<file path="config.mk">
export PLATFORM = sky130hd
export DESIGN_NAME = l2tlb_l1resp_flat
export DESIGN_NICKNAME = d
export VERILOG_FILES = /design/src/rtl/l2tlb_l1resp_if.sv /design/src/rtl/l2tlb_l1resp.sv /design/src/flat_wrapper.sv
export SDC_FILE = /design/constraint.sdc
export NUM_CORES = 1
export LEC_CHECK = 0
export CAP_MARGIN = 20
export CORE_UTILIZATION = 44
export CTS_CLUSTER_DIAMETER = 100
export DETAILED_ROUTE_END_ITERATION = 8
export MAX_ROUTING_LAYER = met4
export PLACE_DENSITY = 0.84
export SLEW_MARGIN = 20
export SYNTH_ARGS = -nofsm -noshare
export SYNTH_HDL_FRONTEND = slang
export SYNTH_SLANG_ARGS = --single-unit
</file>
<file path="constraint.sdc">
create_clock -name clk -period 3 [get_ports clk]
set_input_delay 0.45 -clock clk [delete_from_list [all_inputs] [get_ports clk]]
set_output_delay 0.45 -clock clk [all_outputs]
set_load 0.05 [all_outputs]
</file>
<file path="src/rtl/l2tlb_l1resp_if.sv">
// +----------------------------------------------------------------------+
// | Module  : l2tlb_l1resp_pkg / l2tlb_l1resp_if                          |
// | Brief   : Payload types and channel bundle between the L1 TLBs and   |
// |           the L2 TLB responder (req, ack, snoop, sack channels).     |
// | Rev     : 1.0  initial release                                       |
// +----------------------------------------------------------------------+
`default_nettype none
`timescale 1ns/1ps

package l2tlb_l1resp_pkg;

  typedef struct packed {
    logic [3:0]   txid;
    logic [38:12] laddr;
    logic         prefetch;
  } I_l1tlbtol2tlb_req_type;

  typedef struct packed {
    logic [3:0]  txid;
    logic        fault;
    logic        prefetch;
    logic [10:0] hpaddr;
    logic [2:0]  ppaddr;
  } I_l2tlbtol1tlb_ack_type;

  typedef struct packed {
    logic [10:0] hpaddr;
  } I_l2tlbtol1tlb_snoop_type;

  typedef struct packed {
    logic [10:0] hpaddr;
  } I_l1tlbtol2tlb_sack_type;

endpackage

// All four valid/retry channels between an L1 TLB and the L2 TLB.
interface l2tlb_l1resp_if;
  import l2tlb_l1resp_pkg::*;

  logic                     l1tlbtol2tlb_req_valid;
  logic                     l1tlbtol2tlb_req_retry;
  I_l1tlbtol2tlb_req_type   l1tlbtol2tlb_req;

  logic                     l2tlbtol1tlb_ack_valid;
  logic                     l2tlbtol1tlb_ack_retry;
  I_l2tlbtol1tlb_ack_type   l2tlbtol1tlb_ack;

  logic                     l2tlbtol1tlb_snoop_valid;
  logic                     l2tlbtol1tlb_snoop_retry;
  I_l2tlbtol1tlb_snoop_type l2tlbtol1tlb_snoop;

  logic                     l1tlbtol2tlb_sack_valid;
  logic                     l1tlbtol2tlb_sack_retry;
  I_l1tlbtol2tlb_sack_type  l1tlbtol2tlb_sack;

  // L1 TLB side
  modport master (
    output l1tlbtol2tlb_req_valid, l1tlbtol2tlb_req,
    input  l1tlbtol2tlb_req_retry,
    input  l2tlbtol1tlb_ack_valid, l2tlbtol1tlb_ack,
    output l2tlbtol1tlb_ack_retry,
    input  l2tlbtol1tlb_snoop_valid, l2tlbtol1tlb_snoop,
    output l2tlbtol1tlb_snoop_retry,
    output l1tlbtol2tlb_sack_valid, l1tlbtol2tlb_sack,
    input  l1tlbtol2tlb_sack_retry
  );

  // L2 TLB responder side
  modport slave (
    input  l1tlbtol2tlb_req_valid, l1tlbtol2tlb_req,
    output l1tlbtol2tlb_req_retry,
    output l2tlbtol1tlb_ack_valid, l2tlbtol1tlb_ack,
    input  l2tlbtol1tlb_ack_retry,
    output l2tlbtol1tlb_snoop_valid, l2tlbtol1tlb_snoop,
    input  l2tlbtol1tlb_snoop_retry,
    input  l1tlbtol2tlb_sack_valid, l1tlbtol2tlb_sack,
    output l1tlbtol2tlb_sack_retry
  );

endinterface

`default_nettype wire

</file>
<file path="src/rtl/l2tlb_l1resp.sv">
// +----------------------------------------------------------------------+
// | Module  : l2tlb_l1resp                                               |
// | Brief   : L2 TLB responder for the L1 TLB protocol. Returns identity |
// |           translations through an in-order ack FIFO and issues       |
// |           L2-initiated invalidation snoops, waiting for the sack.    |
// |           Optional macro L2TLB_FAULT_CHK_EN flags page numbers above |
// |           LADDR_LIMIT as faulting.                                   |
// | Rev     : 1.0  initial release                                       |
// +----------------------------------------------------------------------+
`default_nettype none
`timescale 1ns/1ps

module l2tlb_l1resp
  import l2tlb_l1resp_pkg::*;
#(
  parameter int          ACK_DEPTH   = 2,
  parameter logic [26:0] LADDR_LIMIT = 27'h0FF_FFFF
) (
  input  wire logic        clk,
  input  wire logic        reset,
  l2tlb_l1resp_if.slave    l1,
  input  wire logic        inv_valid,
  output logic             inv_retry,
  input  wire logic [10:0] inv_hpaddr,
  output logic             sack_err
);

  localparam int             c_AW   = (ACK_DEPTH > 1) ? $clog2(ACK_DEPTH) : 1;
  localparam logic [c_AW:0]  c_FULL = ACK_DEPTH[c_AW:0];

  typedef enum logic [1:0] {
    S_IDLE  = 2'd0,
    S_DRAIN = 2'd1,
    S_SEND  = 2'd2,
    S_WAIT  = 2'd3
  } state_t;

  state_t                  r_state;
  state_t                  w_next;
  logic [10:0]             r_inv_hpaddr;
  logic                    r_sack_err;

  I_l2tlbtol1tlb_ack_type  r_mem [ACK_DEPTH];
  logic [c_AW-1:0]         r_wptr;
  logic [c_AW-1:0]         r_rptr;
  logic [c_AW:0]           r_count;

  logic                    w_full;
  logic                    w_empty;
  logic                    w_push;
  logic                    w_pop;
  logic                    w_inv_accept;
  logic                    w_req_retry;
  logic                    w_snoop_valid;
  logic                    w_sack_match;
  logic                    w_fault;
  I_l2tlbtol1tlb_ack_type  w_ack_entry;

  assign w_full  = (r_count == c_FULL);
  assign w_empty = (r_count == '0);

  // Invalidates take priority over new requests, and no request may slip
  // in once a snoop is in flight, so acks never overtake the snoop.
  assign w_inv_accept = inv_valid && (r_state == S_IDLE);
  assign w_req_retry  = w_full || (r_state != S_IDLE) || inv_valid;

  assign w_push = l1.l1tlbtol2tlb_req_valid && !w_req_retry;
  assign w_pop  = !w_empty && !l1.l2tlbtol1tlb_ack_retry;

`ifdef L2TLB_FAULT_CHK_EN
  assign w_fault = (l1.l1tlbtol2tlb_req.laddr > LADDR_LIMIT);
`else
  logic w_unused_bits;
  assign w_fault       = 1'b0;
  assign w_unused_bits = ^{LADDR_LIMIT, l1.l1tlbtol2tlb_req.laddr[38:23]};
`endif

  // Identity translation of the incoming request.
  always_comb begin
    w_ack_entry          = '0;
    w_ack_entry.txid     = l1.l1tlbtol2tlb_req.txid;
    w_ack_entry.fault    = w_fault;
    w_ack_entry.prefetch = l1.l1tlbtol2tlb_req.prefetch;
    w_ack_entry.hpaddr   = l1.l1tlbtol2tlb_req.laddr[22:12];
    w_ack_entry.ppaddr   = l1.l1tlbtol2tlb_req.laddr[14:12];
  end

  // Ack FIFO storage; contents are don't-care while the slot is unoccupied.
  always_ff @(posedge clk) begin
    if (w_push) begin
      r_mem[r_wptr] <= w_ack_entry;
    end
  end

  // Ack FIFO pointers and occupancy.
  always_ff @(posedge clk) begin
    if (reset) begin
      r_wptr  <= '0;
      r_rptr  <= '0;
      r_count <= '0;
    end else begin
      if (w_push) begin
        r_wptr <= r_wptr + 1'b1;
      end
      if (w_pop) begin
        r_rptr <= r_rptr + 1'b1;
      end
      if (w_push && !w_pop) begin
        r_count <= r_count + 1'b1;
      end else if (w_pop && !w_push) begin
        r_count <= r_count - 1'b1;
      end
    end
  end

  // Snoop FSM state register and latched invalidate address.
  always_ff @(posedge clk) begin
    if (reset) begin
      r_state      <= S_IDLE;
      r_inv_hpaddr <= '0;
    end else begin
      r_state <= w_next;
      if (w_inv_accept) begin
        r_inv_hpaddr <= inv_hpaddr;
      end
    end
  end

  assign w_sack_match = (r_state == S_WAIT) &&
                        (l1.l1tlbtol2tlb_sack.hpaddr == r_inv_hpaddr);

  // Snoop FSM next state and state-decoded outputs.
  always_comb begin
    w_next        = r_state;
    w_snoop_valid = 1'b0;
    inv_retry     = 1'b1;
    case (r_state)
      S_IDLE: begin
        inv_retry = 1'b0;
        if (inv_valid) begin
          w_next = S_DRAIN;
        end
      end
      S_DRAIN: begin
        if (w_empty) begin
          w_next = S_SEND;
        end
      end
      S_SEND: begin
        w_snoop_valid = 1'b1;
        if (!l1.l2tlbtol1tlb_snoop_retry) begin
          w_next = S_WAIT;
        end
      end
      S_WAIT: begin
        if (l1.l1tlbtol2tlb_sack_valid && w_sack_match) begin
          w_next = S_IDLE;
        end
      end
      default: begin
        w_next = S_IDLE;
      end
    endcase
  end

  // Sticky error on any sack that does not close the outstanding snoop.
  always_ff @(posedge clk) begin
    if (reset) begin
      r_sack_err <= 1'b0;
    end else if (l1.l1tlbtol2tlb_sack_valid && !w_sack_match) begin
      r_sack_err <= 1'b1;
    end
  end

  assign sack_err = r_sack_err;

  assign l1.l1tlbtol2tlb_req_retry   = w_req_retry;
  assign l1.l2tlbtol1tlb_ack_valid   = !w_empty;
  assign l1.l2tlbtol1tlb_ack         = r_mem[r_rptr];
  assign l1.l2tlbtol1tlb_snoop_valid = w_snoop_valid;
  assign l1.l2tlbtol1tlb_snoop       = r_inv_hpaddr;
  assign l1.l1tlbtol2tlb_sack_retry  = 1'b0;

endmodule

`default_nettype wire
</file>
<file path="src/flat_wrapper.sv">
// flat-port wrapper written by rule: the top's interface ports become plain ports
module l2tlb_l1resp_flat import l2tlb_l1resp_pkg::*;
#(
  parameter int          ACK_DEPTH   = 2,
  parameter logic [26:0] LADDR_LIMIT = 27'h0FF_FFFF
)
  (clk, reset, inv_valid, inv_retry, inv_hpaddr, sack_err, l1_l1tlbtol2tlb_req_valid, l1_l1tlbtol2tlb_req, l1_l1tlbtol2tlb_req_retry, l1_l2tlbtol1tlb_ack_valid, l1_l2tlbtol1tlb_ack, l1_l2tlbtol1tlb_ack_retry, l1_l2tlbtol1tlb_snoop_valid, l1_l2tlbtol1tlb_snoop, l1_l2tlbtol1tlb_snoop_retry, l1_l1tlbtol2tlb_sack_valid, l1_l1tlbtol2tlb_sack, l1_l1tlbtol2tlb_sack_retry);
  l2tlb_l1resp_if l1_i ();
  input  wire logic clk;
  input  wire logic reset;
  input  wire logic inv_valid;
  output logic inv_retry;
  input  wire logic [10:0] inv_hpaddr;
  output logic sack_err;
  input wire logic [$bits(l1_i.l1tlbtol2tlb_req_valid)-1:0] l1_l1tlbtol2tlb_req_valid;
  input wire logic [$bits(l1_i.l1tlbtol2tlb_req)-1:0] l1_l1tlbtol2tlb_req;
  output wire logic [$bits(l1_i.l1tlbtol2tlb_req_retry)-1:0] l1_l1tlbtol2tlb_req_retry;
  output wire logic [$bits(l1_i.l2tlbtol1tlb_ack_valid)-1:0] l1_l2tlbtol1tlb_ack_valid;
  output wire logic [$bits(l1_i.l2tlbtol1tlb_ack)-1:0] l1_l2tlbtol1tlb_ack;
  input wire logic [$bits(l1_i.l2tlbtol1tlb_ack_retry)-1:0] l1_l2tlbtol1tlb_ack_retry;
  output wire logic [$bits(l1_i.l2tlbtol1tlb_snoop_valid)-1:0] l1_l2tlbtol1tlb_snoop_valid;
  output wire logic [$bits(l1_i.l2tlbtol1tlb_snoop)-1:0] l1_l2tlbtol1tlb_snoop;
  input wire logic [$bits(l1_i.l2tlbtol1tlb_snoop_retry)-1:0] l1_l2tlbtol1tlb_snoop_retry;
  input wire logic [$bits(l1_i.l1tlbtol2tlb_sack_valid)-1:0] l1_l1tlbtol2tlb_sack_valid;
  input wire logic [$bits(l1_i.l1tlbtol2tlb_sack)-1:0] l1_l1tlbtol2tlb_sack;
  output wire logic [$bits(l1_i.l1tlbtol2tlb_sack_retry)-1:0] l1_l1tlbtol2tlb_sack_retry;
  assign l1_i.l1tlbtol2tlb_req_valid = l1_l1tlbtol2tlb_req_valid;
  assign l1_i.l1tlbtol2tlb_req = l1_l1tlbtol2tlb_req;
  assign l1_l1tlbtol2tlb_req_retry = l1_i.l1tlbtol2tlb_req_retry;
  assign l1_l2tlbtol1tlb_ack_valid = l1_i.l2tlbtol1tlb_ack_valid;
  assign l1_l2tlbtol1tlb_ack = l1_i.l2tlbtol1tlb_ack;
  assign l1_i.l2tlbtol1tlb_ack_retry = l1_l2tlbtol1tlb_ack_retry;
  assign l1_l2tlbtol1tlb_snoop_valid = l1_i.l2tlbtol1tlb_snoop_valid;
  assign l1_l2tlbtol1tlb_snoop = l1_i.l2tlbtol1tlb_snoop;
  assign l1_i.l2tlbtol1tlb_snoop_retry = l1_l2tlbtol1tlb_snoop_retry;
  assign l1_i.l1tlbtol2tlb_sack_valid = l1_l1tlbtol2tlb_sack_valid;
  assign l1_i.l1tlbtol2tlb_sack = l1_l1tlbtol2tlb_sack;
  assign l1_l1tlbtol2tlb_sack_retry = l1_i.l1tlbtol2tlb_sack_retry;
  l2tlb_l1resp #(.ACK_DEPTH(ACK_DEPTH), .LADDR_LIMIT(LADDR_LIMIT)) u_core (.clk(clk), .reset(reset), .l1(l1_i), .inv_valid(inv_valid), .inv_retry(inv_retry), .inv_hpaddr(inv_hpaddr), .sack_err(sack_err));
endmodule
</file>
==> qor.yml <==
outcome:
  status: "complete, no violations"
logic_synthesis:
  yosysUniqueCellTypes: 29
  synth_compound_area_share_pct: 4.997
  yosys-mux-area-fraction_pct: 9.297
  seq_area_frac_synth_pct: 62.29
  synth_top_family_by_area: "simple AND/OR/NAND/NOR gates"
  synthXorXnorAreaFrac_pct: 6.101
  yosysWarnings: 0
  syn_inst: 170
  synth-simple-area-share_pct: 9.762
  synth_fa_ha_area_share_pct: 3.486
  netlist_area_mm2: 0.002153
  syn_area_per_cell_um2: 12.67
  synth-seq-cells: 51
route:
  drtPass1Iterations: 6
  final_antenna_net_count: 0
  drt_iter0_markers: 78
  route.detailed.drc: 0
  via_count: 1484
  routed_wl_um: 4104
  routedWlPerCell_um: 12.99
  vias_per_cell: 4.696
grt:
  antenna_found_initial: 0
  first_global_vias: 1487
  grt-ovfl-total: 0
  grt_max_degree: 22
  grt_use_total_pct: 17.23
  grt_pass1_wl_um: 6575
clock_network:
  numCtsBuffers: 5
  htreeDepth: 2
  cts_tree: "done"
  cts_num_sinks: 51
  clock_path_buffers: 2
  ctsHoldBuffers: 0
  clk_latency_ns: 0.29
  root_buffer: "clkbuf_8"
  postCtsSetupBuffers: 0
  cts_resized: 0
  clkTransAtPathRegs_ns: 0.09
die:
  start_util_pct: 45.59
  num_rows: 25
  core_mm2: 0.004723
  die_h_um: 71.96
  dieWidth_um: 71.96
  die-area_mm2: 0.005178
  io_pins: 98
final_layout:
  post-route-util_pct: 65.62
  diodes: 0
  final_area_mm2: 0.003099
  layout.nets: 316
  drive_gt1_share_pct: 11.24
  final_cells: 316
  syn_to_final_growth_pct: 43.93
sta:
  hold_ws_ns: 0.4843
  max_freq_ghz: 0.3934
  worst_pin_slew_ns: 0.7477
  hold_violations: 0
  maxSlewHeadroom_pct: 49.99
  slew_viol_final: 0
  post-route-period-util_pct: 84.73
  fin_skew_ns: 0.006902
  fin_tns_setup_ns: 0
  setup_viol: 0
  post-route-min-period_ns: 2.542
  rsz0062_at_grt: "no"
  setup_slack_ns: 0.4580
placed_design:
  dp.final_hpwl_um: 3026
  io_buffers: 79
  placed_cells: 309
  dp_slack_ns: 0.6134
  place_area_mm2: 0.002993
  gp_congestion: 0.7052
critical_path:
  r2r_cells: 9
  crit_arrival_ns: 2.09
  critical_path_class: "register to output pin"
  cp-start-kind: "register"
  crit_path_max_fanout: 4
  cp-end-kind: "output pin"
  timing.rr.end: "u_core.r_count[1]"
  regToRegSetupSlack_ns: 0.93
  reg2reg_from: "u_core.r_state[0]"
  required_ns: 2.55
min_path:
  min_path_cells: 2
  min_path_type: "register to register"
  min_from: "u_core.l1.l2tlbtol1tlb_snoop[4]"
  holdPathEnd: "u_core.l1.l2tlbtol1tlb_snoop[4]"
power_and_ir_drop:
  p_leak_nw: 1.130
  power_mw: 2.615
  p_per_area_mw_per_mm2: 843.7
  peakVddDrop_uv: 305.1
flow_run:
  cap_violations: 0
-- layer usage --
layer | vias up | track usage, % | part of all wire, %
li1 | 733 | - | -
met1 | 698 | 18.82 | 40
met2 | 51 | 31.03 | 54
met3 | 2 | 4.583 | 5.8
met4 | 0 | 4.575 | 0.51
met5 | - | - | 0
-- cell usage after synthesis, drive strengths merged --
cell	n	area share (%)
nand3	1	0.23
a21oi	13	3.0
and4	1	0.41
nor2	6	1.0
nand2b	4	1.2
clkbuf	5	0.87
o21ai	2	0.46
nor2b	2	0.58
edfxtp	32	45
mux2	16	8.4
inv	6	1.0
nor4	2	1.2
o21bai	1	0.35
mux2i	2	0.93
xor2	10	4.1
conb	1	0.17
xnor2	5	2.0
a221o	1	0.46
ha	6	3.5
nand4	1	0.29
dfxtp	19	18
a21o	1	0.35
o211ai	1	0.35
or3	1	0.29
and2	1	0.29
buf	6	2.0
nand2	23	4.0
or2	1	0.29
-- critical path, stage by stage (launching register included) --
cell             delay [ns]
dfxtp_1                0.41
inv_1                  0.10
ha_1                   0.23
inv_1                  0.09
nor2_1                 0.06
o21ai_0                0.08
clkdlybuf4s50_1        0.83
-- logic make-up after synthesis --
kind of cell    after synthesis
mux                          18
buf+inv                      17
simple gates                 43
flops                        51
other cells                   1
fa+ha+maj                     6
compound gates               19
xor+xnor                     15
-- registers in the layout, indices dropped and copies added (netlist names), named ones only --
signal,flops
u_core.l1.l2tlbtol1tlb_snoop,11
u_core.r_count,2
u_core.r_mem,32
u_core.r_rptr,1
u_core.r_state,2
u_core.r_wptr,1
u_core.sack_err,1
-- worst max-delay path by stage --
stage | start | to | slack, ns | cells after the start
global placement | inv_valid | l1_l1tlbtol2tlb_req_retry | 0.60 | 4
finish | u_core.r_state[0] | l1_l1tlbtol2tlb_req_retry | 0.46 | 6
floorplan | u_core.r_state[0] | u_core.r_mem[0][10] | 0.70 | 6
CTS | u_core.r_state[0] | l1_l1tlbtol2tlb_req_retry | 0.46 | 6
detailed placement | inv_valid | l1_l1tlbtol2tlb_req_retry | 0.61 | 4
global route | u_core.r_state[0] | l1_l1tlbtol2tlb_req_retry | 0.38 | 6
-- area by class of cell --
class,instances,area (um2)
Tap cell,67,83.83
Sequential cell,51,1341
Fill cell,362,1624
Clock buffer,5,68.82
Inverter,6,22.52
Timing Repair Buffer,82,813.3
Clock inverter,2,37.54
Multi-Input combinational cell,103,732.0
-- cell usage in the layout (no fill, tap or decap), types with 4 or more instances in the layout --
master / synthesis / layout
clkdlybuf4s50_1: 0 / 79
edfxtp_1: 32 / 32
nand2_1: 23 / 23
dfxtp_1: 19 / 19
mux2_2: 16 / 16
a21oi_1: 13 / 13
xor2_1: 10 / 10
inv_1: 6 / 6
nor2_1: 6 / 6
ha_1: 6 / 6
xnor2_1: 5 / 5
clkbuf_8: 0 / 5
nand2b_1: 4 / 4
-- power breakdown --
group	switching [mW]	internal [mW]	total [mW]
clock	0.208	0.244	0.452
combinational	0.776	0.468	1.24
sequential	0.0585	0.860	0.919
(Power assumes the default switching activity.)
